$ cat src/rtl/tdm_demux.sv
// -----------------------------------------------------------------------------
// tdm_demux
//   Receive side of a TDM link. Slot 0 of each frame is marked by in_sync.
//   Beats are collected slot by slot into shadow registers. When the final slot
//   arrives, the complete frame is published on out_data in parallel.
//
// Parameters
//   WIDTH : bits per beat/slot
//   SLOTS : slots per frame (>= 2)
//
// Ports
//   clk       : rising-edge clock
//   rst_n     : asynchronous reset, active low
//   in_valid  : beat present on in_data
//   in_sync   : qualifies in_valid, marks the beat as slot 0
//   in_data   : beat payload
//   out_data  : last complete frame, slot k at [k*WIDTH +: WIDTH]
//   out_valid : 1-cycle pulse when out_data was updated
//   locked    : 1 while in RUN
//   slot_idx  : slot number the next accepted beat fills
//   sync_err  : 1-cycle framing-error pulse
//
// Build option
//   TDM_SYNC_CHECK_EN : when defined, the block checks in_sync while in RUN and
//                       resynchronises or drops lock on framing errors. When it
//                       is undefined, the block free-runs on the slot count and
//                       sync_err is tied low.
// -----------------------------------------------------------------------------
module tdm_demux #(
    parameter int unsigned WIDTH = 16,
    parameter int unsigned SLOTS = 8
) (
    input  logic                       clk,
    input  logic                       rst_n,
    input  logic                       in_valid,
    input  logic                       in_sync,
    input  logic [WIDTH-1:0]           in_data,
    output logic [WIDTH*SLOTS-1:0]     out_data,
    output logic                       out_valid,
    output logic                       locked,
    output logic [$clog2(SLOTS)-1:0]   slot_idx,
    output logic                       sync_err
);

    localparam int unsigned SW        = $clog2(SLOTS);
    localparam int unsigned FW        = WIDTH * SLOTS;
    localparam int unsigned SHW       = WIDTH * (SLOTS - 1);
    localparam logic [SW-1:0] LAST_SLOT = SW'(SLOTS - 1);

    typedef enum logic {
        ST_HUNT = 1'b0,
        ST_RUN  = 1'b1
    } state_t;

    state_t          r_state;
    logic [SW-1:0]   r_slot;
    logic [SHW-1:0]  r_shadow;
    logic [FW-1:0]   r_out_data;
    logic            r_out_valid;

    state_t          w_nxt_state;
    logic [SW-1:0]   w_nxt_slot;
    logic            w_wr_en;
    logic [SW-1:0]   w_wr_idx;
    logic            w_frame_done;
`ifdef TDM_SYNC_CHECK_EN
    logic            w_err;
    logic            r_sync_err;
`endif

    // Next-state, slot sequencing and framing decisions
    always_comb begin
        w_nxt_state  = r_state;
        w_nxt_slot   = r_slot;
        w_wr_en      = 1'b0;
        w_wr_idx     = r_slot;
        w_frame_done = 1'b0;
`ifdef TDM_SYNC_CHECK_EN
        w_err        = 1'b0;
`endif
        case (r_state)
            ST_HUNT: begin
                if (in_valid && in_sync) begin
                    w_wr_en     = 1'b1;
                    w_wr_idx    = '0;
                    w_nxt_slot  = SW'(1);
                    w_nxt_state = ST_RUN;
                end
            end
            ST_RUN: begin
                if (in_valid) begin
`ifdef TDM_SYNC_CHECK_EN
                    if (in_sync && (r_slot != '0)) begin
                        // Early sync: abandon the partial frame, restart at slot 0
                        w_err      = 1'b1;
                        w_wr_en    = 1'b1;
                        w_wr_idx   = '0;
                        w_nxt_slot = SW'(1);
                    end else if (!in_sync && (r_slot == '0)) begin
                        // Missing sync at frame start: drop beat and lose lock
                        w_err       = 1'b1;
                        w_nxt_slot  = '0;
                        w_nxt_state = ST_HUNT;
                    end else
`endif
                    if (r_slot == LAST_SLOT) begin
                        w_frame_done = 1'b1;
                        w_nxt_slot   = '0;
                    end else begin
                        w_wr_en    = 1'b1;
                        w_nxt_slot = r_slot + SW'(1);
                    end
                end
            end
            default: begin
                w_nxt_state = ST_HUNT;
                w_nxt_slot  = '0;
            end
        endcase
    end

    // State and slot counter
    always_ff @(posedge clk or negedge rst_n) begin
        if (!rst_n) begin
            r_state <= ST_HUNT;
            r_slot  <= '0;
        end else begin
            r_state <= w_nxt_state;
            r_slot  <= w_nxt_slot;
        end
    end

    // Shadow capture for slots 0..SLOTS-2; the last slot goes straight out
    always_ff @(posedge clk or negedge rst_n) begin
        if (!rst_n) begin
            r_shadow <= '0;
        end else begin
            for (int k = 0; k < int'(SLOTS) - 1; k++) begin
                if (w_wr_en && (w_wr_idx == SW'(k))) begin
                    r_shadow[k*WIDTH +: WIDTH] <= in_data;
                end
            end
        end
    end

    // Frame publication
    always_ff @(posedge clk or negedge rst_n) begin
        if (!rst_n) begin
            r_out_data  <= '0;
            r_out_valid <= 1'b0;
        end else begin
            r_out_valid <= w_frame_done;
            if (w_frame_done) begin
                r_out_data <= {in_data, r_shadow};
            end
        end
    end

`ifdef TDM_SYNC_CHECK_EN
    // Framing-error pulse
    always_ff @(posedge clk or negedge rst_n) begin
        if (!rst_n) begin
            r_sync_err <= 1'b0;
        end else begin
            r_sync_err <= w_err;
        end
    end
    assign sync_err = r_sync_err;
`else
    assign sync_err = 1'b0;
`endif

    assign out_data  = r_out_data;
    assign out_valid = r_out_valid;
    assign locked    = (r_state == ST_RUN);
    assign slot_idx  = r_slot;

endmodule

$ cat config.mk
export PLATFORM = sky130hd
export DESIGN_NAME = tdm_demux
export DESIGN_NICKNAME = d
export VERILOG_FILES = /design/src/rtl/tdm_demux.sv
export SDC_FILE = /design/constraint.sdc
export NUM_CORES = 1
export LEC_CHECK = 0
export ABC_AREA = 1
export BUFFER_PORTS_ARGS = -buffer_cell sky130_fd_sc_hd__buf_2
export CAP_MARGIN = 20
export CORE_AREA = 4 4 144 146
export DETAILED_ROUTE_END_ITERATION = 7
export DIE_AREA = 0 0 148 150
export MAX_ROUTING_LAYER = met4
export PLACE_DENSITY = 0.73
export SETUP_SLACK_MARGIN = 0.02
export SKIP_CTS_REPAIR_TIMING = 1
export SYNTH_ARGS = -nofsm -noshare
export SYNTH_HDL_FRONTEND = slang
export SYNTH_SLANG_ARGS = --single-unit
$ cat constraint.sdc
create_clock -name clk -period 2.2 [get_ports clk]
set_input_delay 0.33 -clock clk [delete_from_list [all_inputs] [get_ports clk]]
set_output_delay 0.33 -clock clk [all_outputs]
set_load 0.02 [all_outputs]
* Word-level counts from Yosys, hierarchy flattened
Cells that the tools add are included.
Operators by class: bitwise gates (word level) 1, reduce and logical (&&, ||, !) cells 10, add/sub/neg operators 1, muxes and demuxes 14, equality and inequality tests 9
Operators by type and width (number):
- $mux W3 | 5
- $eq A3 B3 Y1 const B | 4
- $logic_and A1 B1 Y1 | 8
- $mux W1 | 7
- $eq A3 B2 Y1 const B | 2
- $pmux W3 S2 | 1
- $ne A2 B2 Y1 const B | 2
- $add A3 B1 Y3 const B | 1
- $eq A3 B1 Y1 const B | 1
- $logic_not A3 Y1 | 1
- $pmux W1 S2 | 1
- $reduce_and A2 Y1 | 1
- $not A1 Y1 | 1
Storage, ports and cells: output and inout bits 134, bits in registers 245

* Longest topological paths before layout
depth in word-level cells 5, mapped depth 9, gate-level depth less buffers 8

* Worst setup path before layout
No wires, ideal clock.
path type register to register, start point reg r_slot[0], in the netlist slot_idx[0], end point reg r_shadow[69], slack 352 ps, path buffers 1, arrival 1731 ps, stages on the path, launching flop included 10, path through dfrtp_1 > ha_1 > ha_1 > nor2_4 > nand2_2 > inv_2 > nand2_2 > buf_2 > nand2_1 > nand2_1
On the way: cells in the longest elaborated chain, start to end 5
Ends and longest elaborated chain:
- from (decl) | line 56 | logic [SW-1:0] r_slot;
- from (signal assigned) | line 129 | r_slot <= w_nxt_slot;
- $eq A3 B3 Y1 | line 106 | if (r_slot == LAST_SLOT) begin
- $mux W1 | line 106
- $mux W1 | line 91 | if (in_valid) begin
- $pmux W1 S2 | line 81 | case (r_state)
- $logic_and A1 B1 Y1 * | line 139 | if (w_wr_en && (w_wr_idx == SW'(k))) begin
- to (signal, indexed assignment) | line 140 | r_shadow[k*WIDTH +: WIDTH] <= in_data;
- to (decl) | line 57 | logic [SHW-1:0] r_shadow;
Mark *: on every way between the ends. The rest lies on a longest branch, timed or not. A chain may end at the register's enable or synchronous reset.

* Final worst setup path
start point reg r_slot[0], in the netlist slot_idx[0], end point reg r_shadow[56]
The elaborated chain is that of the path after synthesis.

==> impl_metrics.py <==
metrics = {
    "run_status": {
        "outcome": "finished clean",
    },
    "logic_synthesis": {
        "seq_area_frac_synth_pct": 64.1,
        "synth-simple-area-share_pct": 27.2,
        "main_combinational_cell_family_by_area_after_synthesis": "simple AND/OR/NAND/NOR gates",
        "synth_compound_area_share_pct": 4.49,
        "synthesis.nets": 1097,
        "postSynthCellCount": 1075,
        "synthesis.area_per_instance_um2": 8.90,
        "synth_area_um2": 9560,
        "synth.lib_cells_used.distinct": 19,
        "synth_adder_area_share_pct": 0.262,
        "yosys-mux-area-fraction_pct": 0,
        "synthXorXnorAreaFrac_pct": 0,
        "yosys_register_bits": 245,
        "synth_warnings": 0,
    },
    "cells_and_area": {
        "multi_input_comb_area_um2": 3070,
        "nNetsFinal": 1227,
        "antenna_cells": 0,
        "nFillCells": 1769,
        "layout-area-overhead-vs-synth_pct": 18.7,
        "regArea_um2": 6130,
        "layoutNonFillerInstCount": 1488,
        "drive_gt1_share_pct": 18.7,
        "final_cell_area_um2": 11400,
    },
    "global_route": {
        "maximum_number_of_pins_on_one_net_before_global_route_repair": 129,
        "globalRouteTotalUtil_pct": 23.0,
        "first_pass_grt_wire_length_um": 39700,
        "globalRouteOverflowTotal": 0,
        "number_of_antenna_violations_at_the_first_check_in_global_routing": 0,
        "via_count_of_the_first_global_routing_pass": 7356,
    },
    "sta": {
        "setup-violations-final": 0,
        "worst_relative_slew_slack_pct": 46.5,
        "worst_clock_skew_ns": 0.0135,
        "clock.fmax_mhz": 502,
        "final_critical_path_setup_slack_ns": 0.208,
        "hold_violations": 0,
        "final.setup.tns_ns": 0,
        "slew_violations": 0,
        "fin_crit_ns": 1.99,
        "grt_setup_unrepaired": "false",
        "min_period_over_period_pct": 90.5,
        "max_slew.worst_pin.slew_ns": 0.802,
    },
    "die": {
        "floorplan.die.height_um": 150,
        "floorplan.initialDensity_pct": 49.3,
        "ios": 154,
        "design.core.area_um2": 19400,
        "rows": 51,
        "design.die.area_um2": 22200,
        "floorplan.die.width_um": 148,
    },
    "placed_design": {
        "routabilityCongestion": 0.802,
        "count_of_input_and_output_buffers": 152,
        "placed_cell_area_um2": 10500,
        "place_inst": 1442,
        "place_ws_ns": 0.242,
        "place.detailed.hpwl_um": 15400,
    },
    "worst_setup_path": {
        "cp_max_delay_cell": "sky130_fd_sc_hd__nor2_4",
        "slowest_delay_ns": 0.41,
        "worstSetupEndpoint": "r_shadow[56]",
        "cp_max_fo": 39,
        "crit_required_ns": 2.64,
        "reg2reg_to": "r_shadow[56]",
        "r2r_setup_slack_ns": 0.21,
        "crit_path_cell_trace": "ha_1 > ha_1 > nor2_4 > nand2_4 > nor2_4 > nand2_1 > nand2_1",
        "r2r_cells": 7,
        "critPathArrivalTime_ns": 2.44,
        "timing.critical_path.from_type": "flop",
        "timing.critical_path.to_type": "flop",
        "criticalPathCategory": "reg -> reg",
        "critPathLaunch": "slot_idx[0]",
        "worst_r2r_startpoint": "slot_idx[0]",
    },
    "cts": {
        "clkTransAtPathRegs_ns": 0.06,
        "cts_tree": "built",
        "tritoncts.num_buffers": 25,
        "clockRootBuffer": "sky130_fd_sc_hd__clkbuf_16",
        "cts.sink_count": 245,
        "clock_insertion_delay_worst_skew_ns": 0.51,
        "cts-root-to-sink-buffers": 3,
        "cts_max_level": 1,
    },
    "power_and_ir_drop": {
        "design_power_total_mw": 16.4,
        "largest_voltage_drop_on_the_vdd_net_mv": 1.03,
        "p_leak_nw": 6.41,
        "powerDensity_nw_per_um2": 1440,
    },
    "run": {
        "max_cap_viols": 0,
    },
    "hold_path": {
        "type_of_the_most_critical_hold_path": "in -> reg",
    },
    "drt": {
        "postRouteAntennaNets": 0,
        "initialDrtViolationCount": 558,
        "post_drt_wl_per_cell_um": 16.5,
        "first_drt_pass_iteration_count": 5,
        "avgViaCountPerCell": 5.04,
        "drt_wl_total_um": 24600,
        "drt_drc_violations_left": 0,
        "routed-via-count": 7505,
    },
}
## metrics by stage
step,utilization (%),hold WS [ns]
6_report,58.5,0.0742
5_1_grt,58.5,0.0845
4_1_cts,58.5,-0.222
3_5_place_dp,54.4,0.319
3_3_place_gp,54.4,0.318
2_1_floorplan,-,0.0344
## synth_stat cells
library cell / n / area share [%]
sky130_fd_sc_hd__buf_4: 6 / 0.47
sky130_fd_sc_hd__nand2_2: 5 / 0.33
sky130_fd_sc_hd__nand2_1: 614 / 24
sky130_fd_sc_hd__nand3_1: 34 / 1.8
sky130_fd_sc_hd__o21ai_2: 1 / 0.092
sky130_fd_sc_hd__nand3_2: 2 / 0.21
sky130_fd_sc_hd__conb_1: 1 / 0.039
sky130_fd_sc_hd__buf_2: 36 / 1.9
sky130_fd_sc_hd__nor2_2: 1 / 0.065
sky130_fd_sc_hd__buf_6: 1 / 0.12
sky130_fd_sc_hd__inv_1: 7 / 0.27
sky130_fd_sc_hd__o21ai_0: 84 / 4.4
sky130_fd_sc_hd__buf_1: 6 / 0.24
sky130_fd_sc_hd__clkbuf_1: 23 / 0.90
sky130_fd_sc_hd__nor2_4: 5 / 0.59
sky130_fd_sc_hd__ha_1: 2 / 0.26
sky130_fd_sc_hd__inv_2: 1 / 0.039
sky130_fd_sc_hd__dfrtp_1: 245 / 64
sky130_fd_sc_hd__nand2_4: 1 / 0.12
## layout make-up
type                            instances  share of cell area, %
Sequential cell                       245                   54.0
Timing Repair Buffer                  175                   8.77
Tap cell                              265                   2.92
Multi-Input combinational cell        750                   27.0
Clock buffer                           41                   6.74
Inverter                                8                  0.286
Clock inverter                          4                  0.308
## report_power, final
group          switching [mW]  internal (mW)
clock network            1.70           2.38
registers                1.02           6.36
logic                    3.35           1.58
## critical path: cells and delay by family, from the launching register on
kind | cells | cell delay, ns
AND/OR/NAND/NOR | 5 | 1.06
adder cells (fa/ha/maj) | 2 | 0.47
flip-flops | 1 | 0.39
## worst min-delay path by stage
stage / from / to / slack (ns) / depth (start not counted)
3_5_place_dp: rst_n / out_data[29] / 0.32 / 1
4_1_cts: rst_n / out_data[29] / -0.22 / 1
6_report: in_sync / locked / 0.07 / 3
5_1_grt: in_sync / locked / 0.08 / 3
3_3_place_gp: rst_n / out_data[29] / 0.32 / 1
2_1_floorplan: rst_n / locked / 0.03 / 0
## registers in the layout (all words and copies together) (netlist names)
name / flops
out_valid: 1
out_data: 128
slot_idx: 3
locked: 1
r_shadow: 112
## kinds of logic (layout without fill, tap and decap cells)
family	Yosys count	count (layout)
adders and majority gates	2	2
DFF	245	245
and+or+nand+nor	662	662
AOI/OAI and AO/OA	85	85
other	1	1
buffers and inverters	80	228
## layout by cell type (no fill, tap or decap), types with 2 or more instances in the layout
master,synthesis,layout
sky130_fd_sc_hd__clkinv_2,0,2
sky130_fd_sc_hd__clkbuf_16,0,25
sky130_fd_sc_hd__o21ai_0,84,84
sky130_fd_sc_hd__buf_2,36,151
sky130_fd_sc_hd__clkbuf_1,23,8
sky130_fd_sc_hd__ha_1,2,2
sky130_fd_sc_hd__nand3_1,34,34
sky130_fd_sc_hd__inv_1,7,6
sky130_fd_sc_hd__nand2_2,5,5
sky130_fd_sc_hd__nand3_2,2,2
sky130_fd_sc_hd__nand2_1,614,613
sky130_fd_sc_hd__clkbuf_8,0,8
sky130_fd_sc_hd__nand2_4,1,2
sky130_fd_sc_hd__buf_4,6,18
sky130_fd_sc_hd__buf_12,0,4
sky130_fd_sc_hd__dfrtp_1,245,245
sky130_fd_sc_hd__nor2_4,5,5
## metal layers
metal  wire length (um)  vias to the layer above  GRT usage [%]
li1                   -                     3576              -
met1              10600                     3632           31.7
met2              11800                      262           36.2
met3               1740                       35           4.09
met4                421                        0           5.08
met5                  0                        -              -
(Power assumes the default switching activity.)
